## src/rtl/spi_rx_pkg.sv

```systemverilog
// Shared types and constants for the SPI burst write receiver.
// FSM state encoding, opcode width and default write opcode.
package spi_rx_pkg;

  localparam int OP_W = 8;
  localparam logic [OP_W-1:0] CMD_WRITE_DEF = 8'hA4;

  typedef enum logic [2:0] {
    IDLE,
    CMD,
    ADDR,
    DATA,
    DISCARD
  } state_t;

endpackage

```

## src/rtl/spi_burst_receiver_if.sv

```systemverilog
// Pin-side SPI inputs and register-file write port bundle.
// slave: receiver side; master: SPI master plus write sink side.
interface spi_burst_receiver_if #(
  parameter int ADDR_W = 24,
  parameter int DATA_W = 32
);

  logic              sck;
  logic              cs;
  logic              copi;
  logic              wr_en_out;
  logic [ADDR_W-1:0] wr_address_out;
  logic [DATA_W-1:0] wr_data_out;
  logic              frame_err_out;

  modport slave (
    input  sck, cs, copi,
    output wr_en_out, wr_address_out,
    output wr_data_out, frame_err_out
  );

  modport master (
    output sck, cs, copi,
    input  wr_en_out, wr_address_out,
    input  wr_data_out, frame_err_out
  );

endinterface

```

## src/rtl/spi_rx_sync.sv

```systemverilog
// Synchronises sck/cs/copi into clk and emits registered edge strobes.
// Ports: clk, rst, raw sck/cs/copi in; sck_rise, cs_fall, cs_rise, copi_s out.
module spi_rx_sync #(
  parameter int STAGES = 2
) (
  input  logic clk,
  input  logic rst,
  input  logic sck,
  input  logic cs,
  input  logic copi,
  output logic sck_rise,
  output logic cs_fall,
  output logic cs_rise,
  output logic copi_s
);

  logic [STAGES-1:0] sck_q;
  logic [STAGES-1:0] cs_q;
  logic [STAGES-1:0] copi_q;
  logic              sck_d;
  logic              cs_d;

  // The chain and edge history keep tracking the pins through reset so
  // that a reset inside a frame never manufactures a false cs edge.
  always_ff @(posedge clk) begin
    sck_q  <= {sck_q[STAGES-2:0], sck};
    cs_q   <= {cs_q[STAGES-2:0], cs};
    copi_q <= {copi_q[STAGES-2:0], copi};
    sck_d  <= sck_q[STAGES-1];
    cs_d   <= cs_q[STAGES-1];
  end

  always_ff @(posedge clk) begin
    if (rst) begin
      sck_rise <= 1'b0;
      cs_fall  <= 1'b0;
      cs_rise  <= 1'b0;
      copi_s   <= 1'b0;
    end else begin
      sck_rise <= sck_q[STAGES-1] & ~sck_d;
      cs_fall  <= ~cs_q[STAGES-1] & cs_d;
      cs_rise  <= cs_q[STAGES-1] & ~cs_d;
      copi_s   <= copi_q[STAGES-1];
    end
  end

endmodule

```

## src/rtl/spi_burst_receiver.sv

```systemverilog
// SPI mode-0 write slave: opcode/address/data frames -> write strobes.
// Ports: clk, rst, bus (slave). SPI_RX_BURST_EN enables burst auto-increment.
module spi_burst_receiver
  import spi_rx_pkg::*;
#(
  parameter int              ADDR_W      = 24,
  parameter int              DATA_W      = 32,
  parameter logic [OP_W-1:0] CMD_WRITE   = CMD_WRITE_DEF,
  parameter int              SYNC_STAGES = 2
) (
  input logic                  clk,
  input logic                  rst,
  spi_burst_receiver_if.slave  bus
);

  localparam int SHIFT_W = (ADDR_W > DATA_W) ? ADDR_W : DATA_W;
  localparam int CNT_W   = $clog2(SHIFT_W + 1);

  localparam logic [CNT_W-1:0] OP_LAST   = CNT_W'(OP_W - 1);
  localparam logic [CNT_W-1:0] ADDR_LAST = CNT_W'(ADDR_W - 1);
  localparam logic [CNT_W-1:0] DATA_LAST = CNT_W'(DATA_W - 1);

  state_t             state_q;
  logic [CNT_W-1:0]   cnt_q;
  logic [SHIFT_W-1:0] shift_q;
  logic [SHIFT_W-1:0] shift_nx;
  logic [ADDR_W-1:0]  addr_q;
  logic [ADDR_W-1:0]  wr_addr_q;
  logic [DATA_W-1:0]  wr_data_q;
  logic               wr_en_q;
  logic               err_q;

  logic sck_rise;
  logic cs_fall;
  logic cs_rise;
  logic copi_s;
  logic word_done;
  logic cut_err;

  spi_rx_sync #(
    .STAGES (SYNC_STAGES)
  ) u_sync (
    .clk      (clk),
    .rst      (rst),
    .sck      (bus.sck),
    .cs       (bus.cs),
    .copi     (bus.copi),
    .sck_rise (sck_rise),
    .cs_fall  (cs_fall),
    .cs_rise  (cs_rise),
    .copi_s   (copi_s)
  );

  assign shift_nx  = {shift_q[SHIFT_W-2:0], copi_s};
  assign word_done = (state_q == DATA) && sck_rise &&
                     (cnt_q == DATA_LAST);

  // A word finishing in the same cycle as cs rising still counts.
  always_comb begin
    cut_err = 1'b0;
    unique case (1'b1)
      state_q == CMD,
      state_q == ADDR: cut_err = cs_rise;
      state_q == DATA: cut_err = cs_rise & ~word_done &
                                 (sck_rise | (cnt_q != '0));
      default:         cut_err = 1'b0;
    endcase
  end

  always_ff @(posedge clk) begin
    if (rst) begin
      state_q   <= IDLE;
      cnt_q     <= '0;
      shift_q   <= '0;
      addr_q    <= '0;
      wr_addr_q <= '0;
      wr_data_q <= '0;
      wr_en_q   <= 1'b0;
      err_q     <= 1'b0;
    end else begin
      wr_en_q <= 1'b0;
      err_q   <= 1'b0;
      if (state_q == IDLE) begin
        if (cs_fall) begin
          state_q <= CMD;
          cnt_q   <= '0;
        end
      end else begin
        if (sck_rise) begin
          shift_q <= shift_nx;
          cnt_q   <= cnt_q + CNT_W'(1);
          unique case (state_q)
            CMD: if (cnt_q == OP_LAST) begin
              cnt_q <= '0;
              if (shift_nx[OP_W-1:0] == CMD_WRITE) begin
                state_q <= ADDR;
              end else begin
                state_q <= DISCARD;
                err_q   <= 1'b1;
              end
            end
            ADDR: if (cnt_q == ADDR_LAST) begin
              cnt_q   <= '0;
              addr_q  <= shift_nx[ADDR_W-1:0];
              state_q <= DATA;
            end
            DATA: if (word_done) begin
              cnt_q     <= '0;
              wr_en_q   <= 1'b1;
              wr_addr_q <= addr_q;
              wr_data_q <= shift_nx[DATA_W-1:0];
`ifdef SPI_RX_BURST_EN
              addr_q    <= addr_q + ADDR_W'(1);
`else
              state_q   <= DISCARD;
`endif
            end
            default: cnt_q <= '0;
          endcase
        end
        // cs rising ends the frame from any active state.
        if (cs_rise) begin
          state_q <= IDLE;
          cnt_q   <= '0;
          if (cut_err) err_q <= 1'b1;
        end
      end
    end
  end

  assign bus.wr_en_out      = wr_en_q;
  assign bus.wr_address_out = wr_addr_q;
  assign bus.wr_data_out    = wr_data_q;
  assign bus.frame_err_out  = err_q;

endmodule
```

## src/flat_wrapper.sv

```systemverilog
// flat-port wrapper written by rule: the top's interface ports become plain ports
module spi_burst_receiver_flat import spi_rx_pkg::*;
#(
  parameter int              ADDR_W      = 24,
  parameter int              DATA_W      = 32,
  parameter logic [OP_W-1:0] CMD_WRITE   = CMD_WRITE_DEF,
  parameter int              SYNC_STAGES = 2
)
  (clk, rst, bus_sck, bus_cs, bus_copi, bus_wr_en_out, bus_wr_address_out, bus_wr_data_out, bus_frame_err_out);
  spi_burst_receiver_if #(.ADDR_W(ADDR_W), .DATA_W(DATA_W)) bus_i ();
  input logic clk;
  input logic rst;
  input wire logic [$bits(bus_i.sck)-1:0] bus_sck;
  input wire logic [$bits(bus_i.cs)-1:0] bus_cs;
  input wire logic [$bits(bus_i.copi)-1:0] bus_copi;
  output wire logic [$bits(bus_i.wr_en_out)-1:0] bus_wr_en_out;
  output wire logic [$bits(bus_i.wr_address_out)-1:0] bus_wr_address_out;
  output wire logic [$bits(bus_i.wr_data_out)-1:0] bus_wr_data_out;
  output wire logic [$bits(bus_i.frame_err_out)-1:0] bus_frame_err_out;
  assign bus_i.sck = bus_sck;
  assign bus_i.cs = bus_cs;
  assign bus_i.copi = bus_copi;
  assign bus_wr_en_out = bus_i.wr_en_out;
  assign bus_wr_address_out = bus_i.wr_address_out;
  assign bus_wr_data_out = bus_i.wr_data_out;
  assign bus_frame_err_out = bus_i.frame_err_out;
  spi_burst_receiver #(.ADDR_W(ADDR_W), .DATA_W(DATA_W), .CMD_WRITE(CMD_WRITE), .SYNC_STAGES(SYNC_STAGES)) u_core (.clk(clk), .rst(rst), .bus(bus_i));
endmodule
```

## config.mk

```make
export PLATFORM = sky130hd
export DESIGN_NAME = spi_burst_receiver_flat
export DESIGN_NICKNAME = d
export VERILOG_FILES = /design/src/rtl/spi_rx_pkg.sv /design/src/rtl/spi_burst_receiver_if.sv /design/src/rtl/spi_rx_sync.sv /design/src/rtl/spi_burst_receiver.sv /design/src/flat_wrapper.sv
export SDC_FILE = /design/constraint.sdc
export NUM_CORES = 1
export LEC_CHECK = 0
export ABC_AREA = 0
export CAP_MARGIN = 20
export CORE_ASPECT_RATIO = 1.1
export CORE_UTILIZATION = 45
export CTS_BUF_LIST = sky130_fd_sc_hd__clkbuf_4
export CTS_CLUSTER_SIZE = 25
export DETAILED_ROUTE_END_ITERATION = 8
export GPL_TIMING_DRIVEN = 1
export PLACE_DENSITY = 0.67
export SLEW_MARGIN = 30
export SYNTH_ARGS = -nofsm -noshare
export SYNTH_HDL_FRONTEND = slang
export SYNTH_SLANG_ARGS = --single-unit
```

## constraint.sdc

```tcl
create_clock -name clk -period 3.1 [get_ports clk]
set_clock_uncertainty 0.2 [all_clocks]
set_input_delay 0.775 -clock clk [delete_from_list [all_inputs] [get_ports clk]]
set_output_delay 0.775 -clock clk [all_outputs]
set_load 0.01 [all_outputs]
```

Yosys cells after proc, flatten, opt, wreduce, memory -nomap -nowiden. Cells that the tools add are included.

Flip-flop bits (word level): 134. Output and inout port bits: 58. Logic and storage cells: 81.

Reductions and logical operators: 14. Equal/unequal tests: 11. Multiplexer cells: 25. Add/sub/neg operators: 1. Bitwise logic cells: 13.

Operators by type and width (count): $mux W6 (7); $mux W3 (8); $pmux W6 S3 (1); $eq A6 B5 Y1 const B (2); $pmux W3 S3 (1); $eq A8 B8 Y1 const B (1); $ne A4 B4 Y1 const B (2); $reduce_and A4 Y1 (2); $mux W1 (7); $not A1 Y1 (7); $add A6 B1 Y6 const B (1); $eq A3 B2 Y1 const B (2); $eq A6 B3 Y1 const B (1); $reduce_and A6 Y1 (1); $reduce_bool A6 Y1 (1); $and A1 B1 Y1 (5); $reduce_bool A5 Y1 (1); $ne A4 B3 Y1 const B (1); $reduce_and A2 Y1 (2); $reduce_or A2 Y1 (2); $reduce_or A4 Y1 (1); $eq A3 B1 Y1 const B (1); $logic_not A3 Y1 (1); $reduce_bool A3 Y1 (1); other kinds (4) (5).

Longest topological paths before layout. Gate-level depths: netlist (run 1).

Depth in word-level cells: 9. Gate-level depth with buffers: 8.

Hierarchy. From an unflattened synthesis (run 1), not the netlist that was laid out.

Cell total of the unflattened synthesis: 585. Area, all modules: 4963.5 µm².

By module, submodules not included: spi_burst_receiver (area each 4694.5 µm², cells each 569, sequential area each 2442.3 µm², instances 1); spi_rx_sync (area each 269.0 µm², cells each 16, sequential area each 240.2 µm², instances 1).

Worst setup path before layout (run 1). OpenSTA, ideal clock, no wires.

Kind: register to register. From: register u_core.cnt_q[0]. To: register u_core.state_q[0]. Cell stages (with the launch flop): 7. Data required time: 2.833 ns. Path buffers: 0. Data arrival time: 2.054 ns. Setup slack: 0.779 ns. Library setup time: 0.067 ns. Clock period less this slack: 2.321 ns. Cell sequence: dfxtp_1 -> ha_1 -> nand4b_4 -> o2111a_1 -> or4_4 -> a2111o_1 -> a21oi_2.

Word-level cells in the longest chain between the ends: 4.

Ends and longest elaborated chain: start, declared (line spi_burst_receiver.sv:24) `logic [CNT_W-1:0] cnt_q;`; start signal, assigned (line spi_burst_receiver.sv:91) `cnt_q <= cnt_q + CNT_W'(1);`; $eq A6 B5 Y1 (line spi_burst_receiver.sv:56) `(cnt_q == DATA_LAST);`; $logic_and A1 B1 Y1 (line spi_burst_receiver.sv:55) `assign word_done = (state_q == DATA) && sck_rise &&`; $ne A4 B3 Y1 (no line); $reduce_and A6 Y1 (no line) (*); end signal, assigned (line spi_burst_receiver.sv:72) `state_q <= IDLE;`; end signal, assigned (line spi_burst_receiver.sv:85) `state_q <= CMD;`; end signal, assigned (line spi_burst_receiver.sv:96) `state_q <= ADDR;`; end, declared (line spi_burst_receiver.sv:23) `state_t state_q;`.

Every way passes the cells marked *; elsewhere a longest branch is shown, timed or not. A chain may end at the register's enable or synchronous reset.

Worst setup path in the final report (run 1).
From: register u_core.state_q[2]. To: register u_core.state_q[1].

Word-level cells in the longest chain between the ends: 5.

Ends and longest elaborated chain (line): $eq A3 B2 Y1, or another cell as far along (spi_burst_receiver.sv:55, spi_burst_receiver.sv:92); $pmux W3 S3 / $logic_and A1 B1 Y1 (equally long branches) (spi_burst_receiver.sv:92, spi_burst_receiver.sv:55); $mux W3 / $logic_and A1 B1 Y1 (equally long branches) (spi_burst_receiver.sv:89, spi_burst_receiver.sv:55); $mux W3 / $ne A4 B3 Y1 (equally long branches); $mux W3 / $reduce_and A6 Y1 (equally long branches).

Parallel ways exist; a longest one is shown, timed or not. The select of a mux whose other input is x is not followed.

==> impl_metrics.py, run 1 <==
metrics = {
    "timing": {
        "tns_ns": 0,
        "setup_ws_ns": 0.5499,
        "min_period_ns": 2.550,
        "fmax_mhz": 392.1,
        "hold_violations": 0,
        "maxSlewHeadroom_pct": 46.27,
        "period_share_pct": 82.26,
        "setup_viol": 0,
        "holdWs_ns": 0.1324,
        "slew_viol_final": 0,
        "worstMarginPinSlew_ns": 0.7986,
        "rsz0062_at_grt": "false",
    },
    "power": {
        "ir_worst_vdd_v": 0.0002876,
        "p_sw_share_pct": 21.61,
        "power_density_mw_per_mm2": 526.5,
        "power.internal_mw": 2.474,
        "clkPwrFrac_pct": 42.7,
        "pwr-share-comb_pct": 2.2,
        "seqPwrFrac_pct": 55.2,
        "net-switching-power_mw": 0.6820,
        "totalPowerFinal_mw": 3.156,
        "power_leakage_nw": 1.922,
    },
    "setup_path": {
        "cpPeakStageDelay_ns": 0.51,
        "cp_slowest_cell": "dfxtp_1",
        "cp.buffers_inverters": 0,
        "path_delay_family": "simple AND/OR/NAND/NOR gates",
        "rrSetupSlack_ns": 0.55,
        "timing.rr.start": "u_core.state_q[2]",
        "path_class": "flip-flop to flip-flop",
        "required_ns": 3.34,
        "worstPathArrival_ns": 2.79,
        "path_cells": "nor3_1 > a21oi_2 > or4_4 > or3_1 > a21oi_1",
        "endpoint_kind": "flip-flop",
        "reg2reg_to": "u_core.state_q[1]",
        "r2r_cells": 5,
        "cp_max_fo": 15,
        "cp.depth": 5,
        "critPathLaunchType": "flip-flop",
    },
    "floorplanning": {
        "die_area_sq_mm": 0.01136,
        "fp.dieH_um": 111.7,
        "fp-row-count": 39,
        "initial_core_util_pct": 46.91,
        "io_pins": 63,
        "fp.dieW_um": 101.7,
        "core-area_sq_mm": 0.01049,
    },
    "synth": {
        "syn_area_sq_mm": 0.004921,
        "ys_seq_area_share_pct": 54.51,
        "yosys.area.top_type": "dfxtp_1",
        "yosysWarnings": 0,
        "ys_ff_latch": 134,
        "syn_area_per_cell_sq_um": 8.455,
        "synthCells": 582,
        "netlist_top_cells_area": "dfxtp_1, nand2_1, a21oi_1, nor3_1, mux2i_1",
        "yosysTopAreaCellShare_pct": 54.51,
        "synth_cell_types": 44,
        "syn_nets": 589,
    },
    "routing": {
        "ant_nets": 0,
        "drtIter0Drc": 180,
        "routed_wl_um": 10170,
        "first_pass_iters": 4,
        "drt_drc_violations_left": 0,
        "vias_per_cell": 5.194,
        "vias": 4062,
        "wl_per_cell_um": 13.01,
    },
    "global_route": {
        "first_global_vias": 3901,
        "grt_max_degree": 78,
        "antenna_found_initial": 0,
        "grt_pass1_wl_um": 17770,
        "overflow": 0,
        "grt_util_all_layers_pct": 19.68,
    },
    "placed_design": {
        "gp_congestion": 0.8425,
        "hpwl_um": 6020,
        "dp.cells": 750,
        "place.port_buffers": 62,
        "place_ws_ns": 0.5063,
        "place_area_sq_mm": 0.005647,
    },
    "cts": {
        "cts-resized-gates": 0,
        "cts.path.max_buffers": 2,
        "postCtsSetupBuffers": 0,
        "htreeDepth": 4,
        "hold_buffers": 0,
        "numCtsBuffers": 17,
        "tritoncts": "done",
        "cts_root_buf": "clkbuf_4",
        "clkTransAtPathRegs_ns": 0.11,
        "clock-sinks": 134,
        "clk_latency_ns": 0.52,
    },
    "worst_hold_path": {
        "whs_endpoint": "u_core.u_sync.sck_q[1]",
        "min_from": "u_core.u_sync.sck_q[0]",
        "hp-class": "flip-flop to flip-flop",
        "min_path_cells": 0,
    },
    "finish": {
        "drive_gt1_share_pct": 8.607,
        "antenna_cells": 0,
        "fin_nets": 633,
        "area_growth_syn_to_layout_pct": 21.79,
        "mostFrequentLayoutCell": "dfxtp_1",
        "final_util_pct": 57.13,
        "final_cell_mix": "dfxtp_1, nand2_1, nor3_1, a21oi_1, nor2_1",
        "layoutNonFillerInstCount": 782,
        "final_area_sq_mm": 0.005993,
    },
    "run": {
        "drv_cap": 0,
    },
    "status": {
        "run_status": "finished clean",
    },
}
## power groups by stage
stage | clock network, mW | logic, mW | registers, mW
3_3_place_gp | 0 | 0.0676 | 1.78
4_1_cts | 1.38 | 0.0686 | 1.74
2_1_floorplan | 0 | 0.0566 | 1.77
5_1_grt | 1.47 | 0.0766 | 1.74
3_5_place_dp | 0 | 0.0684 | 1.78
6_report | 1.35 | 0.0686 | 1.74
## worst reg2reg max path, stage by stage (launching register included)
cell	delay (ns)
dfxtp_1	0.51
nor3_1	0.50
a21oi_2	0.25
or4_4	0.49
or3_1	0.36
a21oi_1	0.16
## logic make-up after synthesis
kind of cell             after synthesis  synth area share [%]
adder cells (fa/ha/maj)                2                0.5084
buffers and inverters                 49                 3.839
multiplexers                          24                 4.882
AND/OR/NAND/NOR                      291                 27.00
AO/OA/AOI/OAI                         82                 9.255
flip-flops                           134                 54.51
## Yosys cell counts, drive strengths merged
| master | number |
|---|---|
| dfxtp | 134 |
| nand2 | 124 |
| a21oi | 66 |
| nor3 | 66 |
| nor2 | 64 |
| clkbuf | 35 |
| mux2i | 24 |
| buf | 10 |
| nor3b | 5 |
| o21ai | 5 |
| inv | 4 |
| nand3 | 4 |
| nor2b | 4 |
| nand4 | 3 |
| nand4b | 3 |
| nor4 | 3 |
| or2 | 3 |
| a31oi | 2 |
| and3 | 2 |
| ha | 2 |
| nand3b | 2 |
| nor4b | 2 |
| a2111o | 1 |
| a2111oi | 1 |
| a211oi | 1 |
| a2bb2oi | 1 |
| and3b | 1 |
| and4b | 1 |
| nor4bb | 1 |
| o2111a | 1 |
| o211ai | 1 |
| o311a | 1 |
| o32a | 1 |
| o41ai | 1 |
| or3 | 1 |
| or4 | 1 |
| or4b | 1 |
## registers in the layout (all words and copies together) (netlist names)
signal	count
u_core.bus.frame_err_out	1
u_core.bus.wr_data_out	32
u_core.u_sync.cs_d	1
u_core.u_sync.copi_s	1
u_core.u_sync.cs_fall	1
u_core.u_sync.cs_q	2
u_core.addr_q	24
u_core.shift_q	31
u_core.bus.wr_en_out	1
u_core.u_sync.sck_q	2
u_core.u_sync.sck_rise	1
u_core.bus.wr_address_out	24
u_core.cnt_q	6
u_core.u_sync.copi_q	2
u_core.state_q	3
u_core.u_sync.cs_rise	1
u_core.u_sync.sck_d	1
## cell type report
cell class                      count  area, sq um
Clock buffer                       18        135.1
Clock inverter                     14        207.7
Fill cell                         956         4498
Inverter                            4        15.01
Multi-Input combinational cell    399         2083
Sequential cell                   134         2683
Tap cell                          143        178.9
Timing Repair Buffer               70        690.7
## per-layer routing
layer	vias up	global-route usage (%)	part of all wire (%)
met5	-	0	0
met4	0	6.473	1.1
met3	11	6.340	4.5
met2	90	31.80	48
met1	1911	24.62	46
li1	2050	-	-
## worst max-delay path by stage
stage,from,to,slack (ns)
floorplan,u_core.cnt_q[0],u_core.state_q[0],0.78
global placement,u_core.cnt_q[0],u_core.bus.wr_data_out[11],0.50
detailed placement,u_core.state_q[2],u_core.state_q[0],0.51
CTS,u_core.state_q[2],u_core.state_q[0],0.47
global route,u_core.state_q[2],u_core.state_q[0],0.43
finish,u_core.state_q[2],u_core.state_q[1],0.55
Power figures use the tool's default switching activity.
==> run 2: changes to the inputs <==
- clock period: 3.1 -> 2.4 ns (I/O delays scaled with it)
==> impl_metrics.py, run 2 (synthesis gave the netlist of run 1 again) <==
metrics = {
    "status": {
        "run_status": "finished clean",
    },
    "routing": {
        "drtIter0Drc": 130,
        "vias_per_cell": 5.201,
        "drt_drc_violations_left": 0,
        "wl_per_cell_um": 12.84,
        "first_pass_iters": 4,
        "maxUsedRoutingLayer": "met4",
        "wl_met1_um": 4682,
        "routed_wl_um": 10170,
        "met3_length_um": 394,
        "ant_nets": 0,
        "vias": 4119,
        "dr_wl_met2_um": 4950,
    },
    "finish": {
        "fill_cells": 963,
        "final_util_pct": 57.65,
        "fin_nets": 644,
        "antenna_cells": 0,
        "mostFrequentLayoutCell": "dfxtp_1",
        "drive_gt1_share_pct": 10.17,
        "final_cell_mix": "dfxtp_1, nand2_1, a21oi_1, nor3_1, nor2_1",
        "area_growth_syn_to_layout_pct": 22.91,
        "largest_reg_flops": 32,
    },
    "setup_path": {
        "cp_max_fo": 2,
        "critPathLaunchType": "flip-flop",
        "path_cells": "clkdlybuf4s50_1",
        "path_delay_family": "buffers and inverters",
        "path_class": "flip-flop to output port",
        "cp.buffers_inverters": 1,
        "cp_slowest_cell": "clkdlybuf4s50_1",
        "required_ns": 1.60,
        "cpPeakStageDelay_ns": 0.55,
        "worstPathArrival_ns": 1.47,
        "endpoint_kind": "output port",
    },
    "placed_design": {
        "gp_congestion": 0.8922,
        "hpwl_um": 6355,
        "place.port_buffers": 62,
    },
    "worst_hold_path": {
        "hp-class": "flip-flop to flip-flop",
    },
    "timing": {
        "setup_viol": 0,
        "worstMarginPinSlew_ns": 0.4990,
        "period_share_pct": 94.43,
        "rsz0062_at_grt": "false",
        "maxSlewHeadroom_pct": 66.69,
        "min_period_ns": 2.266,
        "holdWs_ns": 0.1345,
        "slew_viol_final": 0,
        "fmax_mhz": 441.2,
        "hold_violations": 0,
        "tns_ns": 0,
    },
    "floorplanning": {
        "die_area_sq_mm": 0.01136,
        "initial_core_util_pct": 46.91,
        "fp.dieH_um": 111.7,
        "fp.dieW_um": 101.7,
        "io_pins": 63,
        "core-area_sq_mm": 0.01049,
        "fp-row-count": 39,
    },
    "cts": {
        "clkTransAtPathRegs_ns": 0.11,
        "hold_buffers": 0,
        "tritoncts": "done",
        "cts_root_buf": "clkbuf_4",
        "clk_latency_ns": 0.52,
        "clock-sinks": 134,
        "htreeDepth": 4,
        "cts.path.max_buffers": 2,
        "postCtsSetupBuffers": 0,
        "numCtsBuffers": 17,
    },
    "global_route": {
        "grt_pass1_wl_um": 17620,
        "grt_util_all_layers_pct": 19.37,
        "first_global_vias": 3924,
        "grt_max_degree": 63,
        "antenna_found_initial": 0,
        "overflow": 0,
    },
    "power": {
        "power_density_mw_per_mm2": 613.7,
        "ir_worst_vdd_v": 0.0003257,
        "power_leakage_nw": 1.957,
    },
    "run": {
        "drv_cap": 0,
    },
}
## run 2: cell count changes in the layout (fill, tap and decap cells not counted), moves of 2 or more
cell | previous run | this run
buf_12 | 1 | 5
dfxtp_2 | 0 | 3
dfxtp_1 | 134 | 131
clkinv_2 | 3 | 5
buf_4 | 8 | 15
clkinv_1 | 1 | 4
clkinvlp_4 | 4 | 2
bufinv_16 | 5 | 2
## run 2: where the power goes
group          switching, mW  internal [mW]
logic                 0.0668         0.0348
registers             0.0119           2.23
clock network          0.765          0.600
total                  0.843           2.87
## run 2: layout make-up
class / count / area [sq um] / share of cell area, %
sequential: 134 / 2686 / 44.41
inverter: 4 / 15.01 / 0.2482
tap: 143 / 178.9 / 2.958
clock buffer: 18 / 135.1 / 2.234
timing repair buffer: 81 / 823.3 / 13.61
clock inverter: 13 / 115.1 / 1.903
multi-input combinational: 399 / 2095 / 34.63
## run 2: metrics by stage
stage	cell area, sq um	instances	total power [mW]	worst slack [ns]
2_1_floorplan	4921	582	2.363	0.07864
3_3_place_gp	5777	761	2.395	0.06421
3_5_place_dp	5777	761	2.397	0.01875
4_1_cts	6030	792	3.752	0.03897
5_1_grt	6048	792	3.866	0.01763
6_report	6048	792	3.712	0.1337
## run 2: what timing repair did
item,4_1_cts,5_1_grt
resized for setup,1,5
endpoints found under the setup margin,1,2
cloned,0,0
## run 2: per-layer routing
layer | global-route usage (%) | vias up
li1 | - | 2080
met1 | 23.20 | 1938
met2 | 32.43 | 86
met3 | 5.148 | 15
met4 | 8.116 | 0
met5 | 0 | -
## run 2: worst paths after layout
kind / slack [ns] / depth (start not counted) / end / start
worst max-delay path: 0.13 / 1 / bus_wr_data_out[9] / u_core.bus.wr_data_out[9]
worst max register to register: 0.14 / 6 / u_core.state_q[1] / u_core.cnt_q[0]
worst min-delay path: 0.13 / 0 / u_core.u_sync.sck_q[1] / u_core.u_sync.sck_q[0]
worst min register to register: 0.13 / 0 / u_core.u_sync.sck_q[1] / u_core.u_sync.sck_q[0]
==> run 3: changes to the inputs <==
- CAP_MARGIN: 20 -> default
- CORE_UTILIZATION: 45 -> 60
- DONT_BUFFER_PORTS: default -> 1
- PLACE_DENSITY: 0.67 -> 0.76
==> impl_metrics.py, run 3 (synthesis gave the netlist of run 1 again) <==
metrics = {
    "finish": {
        "final_cell_mix": "dfxtp_1, nand2_1, a21oi_1, nor3_1, nor2_1",
        "largest_reg_flops": 32,
        "area_growth_syn_to_layout_pct": 13.25,
        "final_util_pct": 70.43,
        "mostFrequentLayoutCell": "dfxtp_1",
        "antenna_cells": 0,
        "drive_gt1_share_pct": 12.13,
        "fin_nets": 596,
        "final_area_sq_mm": 0.005573,
        "fill_cells": 633,
    },
    "cts": {
        "numCtsBuffers": 17,
        "clock-sinks": 134,
        "tritoncts": "done",
        "cts_root_buf": "clkbuf_4",
        "postCtsSetupBuffers": 0,
        "hold_buffers": 13,
        "cts.path.max_buffers": 2,
        "clkTransAtPathRegs_ns": 0.11,
        "clk_latency_ns": 0.53,
        "htreeDepth": 4,
    },
    "power": {
        "totalPowerFinal_mw": 3.910,
        "power_density_mw_per_mm2": 701.7,
        "ir_worst_vdd_v": 0.0004682,
        "power_leakage_nw": 1.842,
    },
    "placed_design": {
        "gp_congestion": 0.8170,
        "place_ws_ns": -0.02863,
        "hpwl_um": 6042,
        "place.port_buffers": 0,
        "place_area_sq_mm": 0.005097,
    },
    "floorplanning": {
        "initial_core_util_pct": 62.19,
        "fp.dieH_um": 96.99,
        "fp-row-count": 34,
        "core-area_sq_mm": 0.007913,
        "fp.dieW_um": 88.35,
        "die_area_sq_mm": 0.008569,
        "io_pins": 63,
    },
    "global_route": {
        "grt_pass1_wl_um": 16990,
        "grt_max_degree": 129,
        "grt_util_all_layers_pct": 25.32,
        "first_global_vias": 3666,
        "antenna_found_initial": 0,
        "overflow": 0,
    },
    "timing": {
        "min_period_ns": 2.340,
        "holdWs_ns": -0.07288,
        "setup_ws_ns": 0.06020,
        "setup_viol": 0,
        "worstMarginPinSlew_ns": 0.4250,
        "slew_viol_final": 0,
        "fmax_mhz": 427.4,
        "maxSlewHeadroom_pct": 71.56,
        "hold_violations": 45,
        "period_share_pct": 97.49,
    },
    "routing": {
        "vias_per_cell": 5.582,
        "wl_per_cell_um": 14.36,
        "drt_drc_violations_left": 0,
        "routed_wl_um": 10190,
        "first_pass_iters": 4,
        "ant_nets": 0,
        "vias": 3963,
        "drtIter0Drc": 213,
    },
    "setup_path": {
        "required_ns": 2.66,
        "cp_max_fo": 6,
        "startpoint": "u_core.cnt_q[1]",
        "setup.worst_path.end": "u_core.cnt_q[1]",
        "r2r_cells": 9,
        "timing.rr.start": "u_core.cnt_q[1]",
        "path_class": "flip-flop to flip-flop",
        "rrSetupSlack_ns": 0.06,
        "critPathLaunchType": "flip-flop",
        "endpoint_kind": "flip-flop",
        "reg2reg_to": "u_core.cnt_q[1]",
        "worstPathArrival_ns": 2.60,
    },
    "run": {
        "drv_cap": 0,
    },
    "status": {
        "violations": "negative hold slack",
        "run_status": "finished, violations left",
    },
    "worst_hold_path": {
        "min_path_cells": 1,
        "hp-class": "input pin to flip-flop",
    },
}
[run 3: metrics by stage]
step,instances,hold slack [ns],setup TNS [ns]
after CTS,710,-0.1132,0
after global placement,665,0.1127,0
after global routing,710,-0.1244,-0.02220
after floorplan,582,0.1096,0
final,710,-0.07288,0
after detailed placement,665,0.1150,-0.03740
[run 3: critical path, stage by stage, from the launching register on]
cell,delay [ns]
dfxtp_2,0.36
ha_4,0.19
nand4b_4,0.10
buf_4,0.14
a21oi_1,0.05
nor4_2,0.30
buf_4,0.20
nand3b_1,0.07
a21oi_1,0.13
dlygate4sd3_1,0.55
[run 3: final cells by class]
class,instances,area (sq um),share of cell area [%]
clock buffer,17,127.6,2.290
clock inverter,15,177.7,3.188
inverter,4,15.01,0.2694
multi-input combinational,399,2108,37.83
sequential,134,2691,48.29
tap,108,135.1,2.425
timing repair buffer,33,317.8,5.703
[run 3: power breakdown]
group	internal, mW	switching (mW)
Clock	0.731	0.865
Sequential	2.23	0.0116
Combinational	0.0331	0.0355
[run 3: repair_timing]
item	in CTS	in global routing
hold endpoints to repair	127	114
resized for setup	1	10
pin swaps	0	0
setup endpoints to repair	2	4
[run 3: layer usage]
layer	vias up	GRT usage, %	share of wire [%]
li1	1993	-	-
met4	0	8.437	1.0
met1	1852	32.91	45
met2	102	38.40	48
met5	-	0	0
met3	16	9.642	5.4
[run 3: worst min path at each step]
stage	from	to	slack [ns]
CTS	rst	u_core.shift_q[5]	-0.11
floorplan	u_core.u_sync.copi_q[0]	u_core.u_sync.copi_q[1]	0.11
global route	rst	u_core.bus.wr_address_out[5]	-0.12
finish	rst	u_core.state_q[0]	-0.07
detailed placement	u_core.u_sync.sck_q[0]	u_core.u_sync.sck_q[1]	0.11
global placement	u_core.u_sync.sck_q[0]	u_core.u_sync.sck_q[1]	0.11
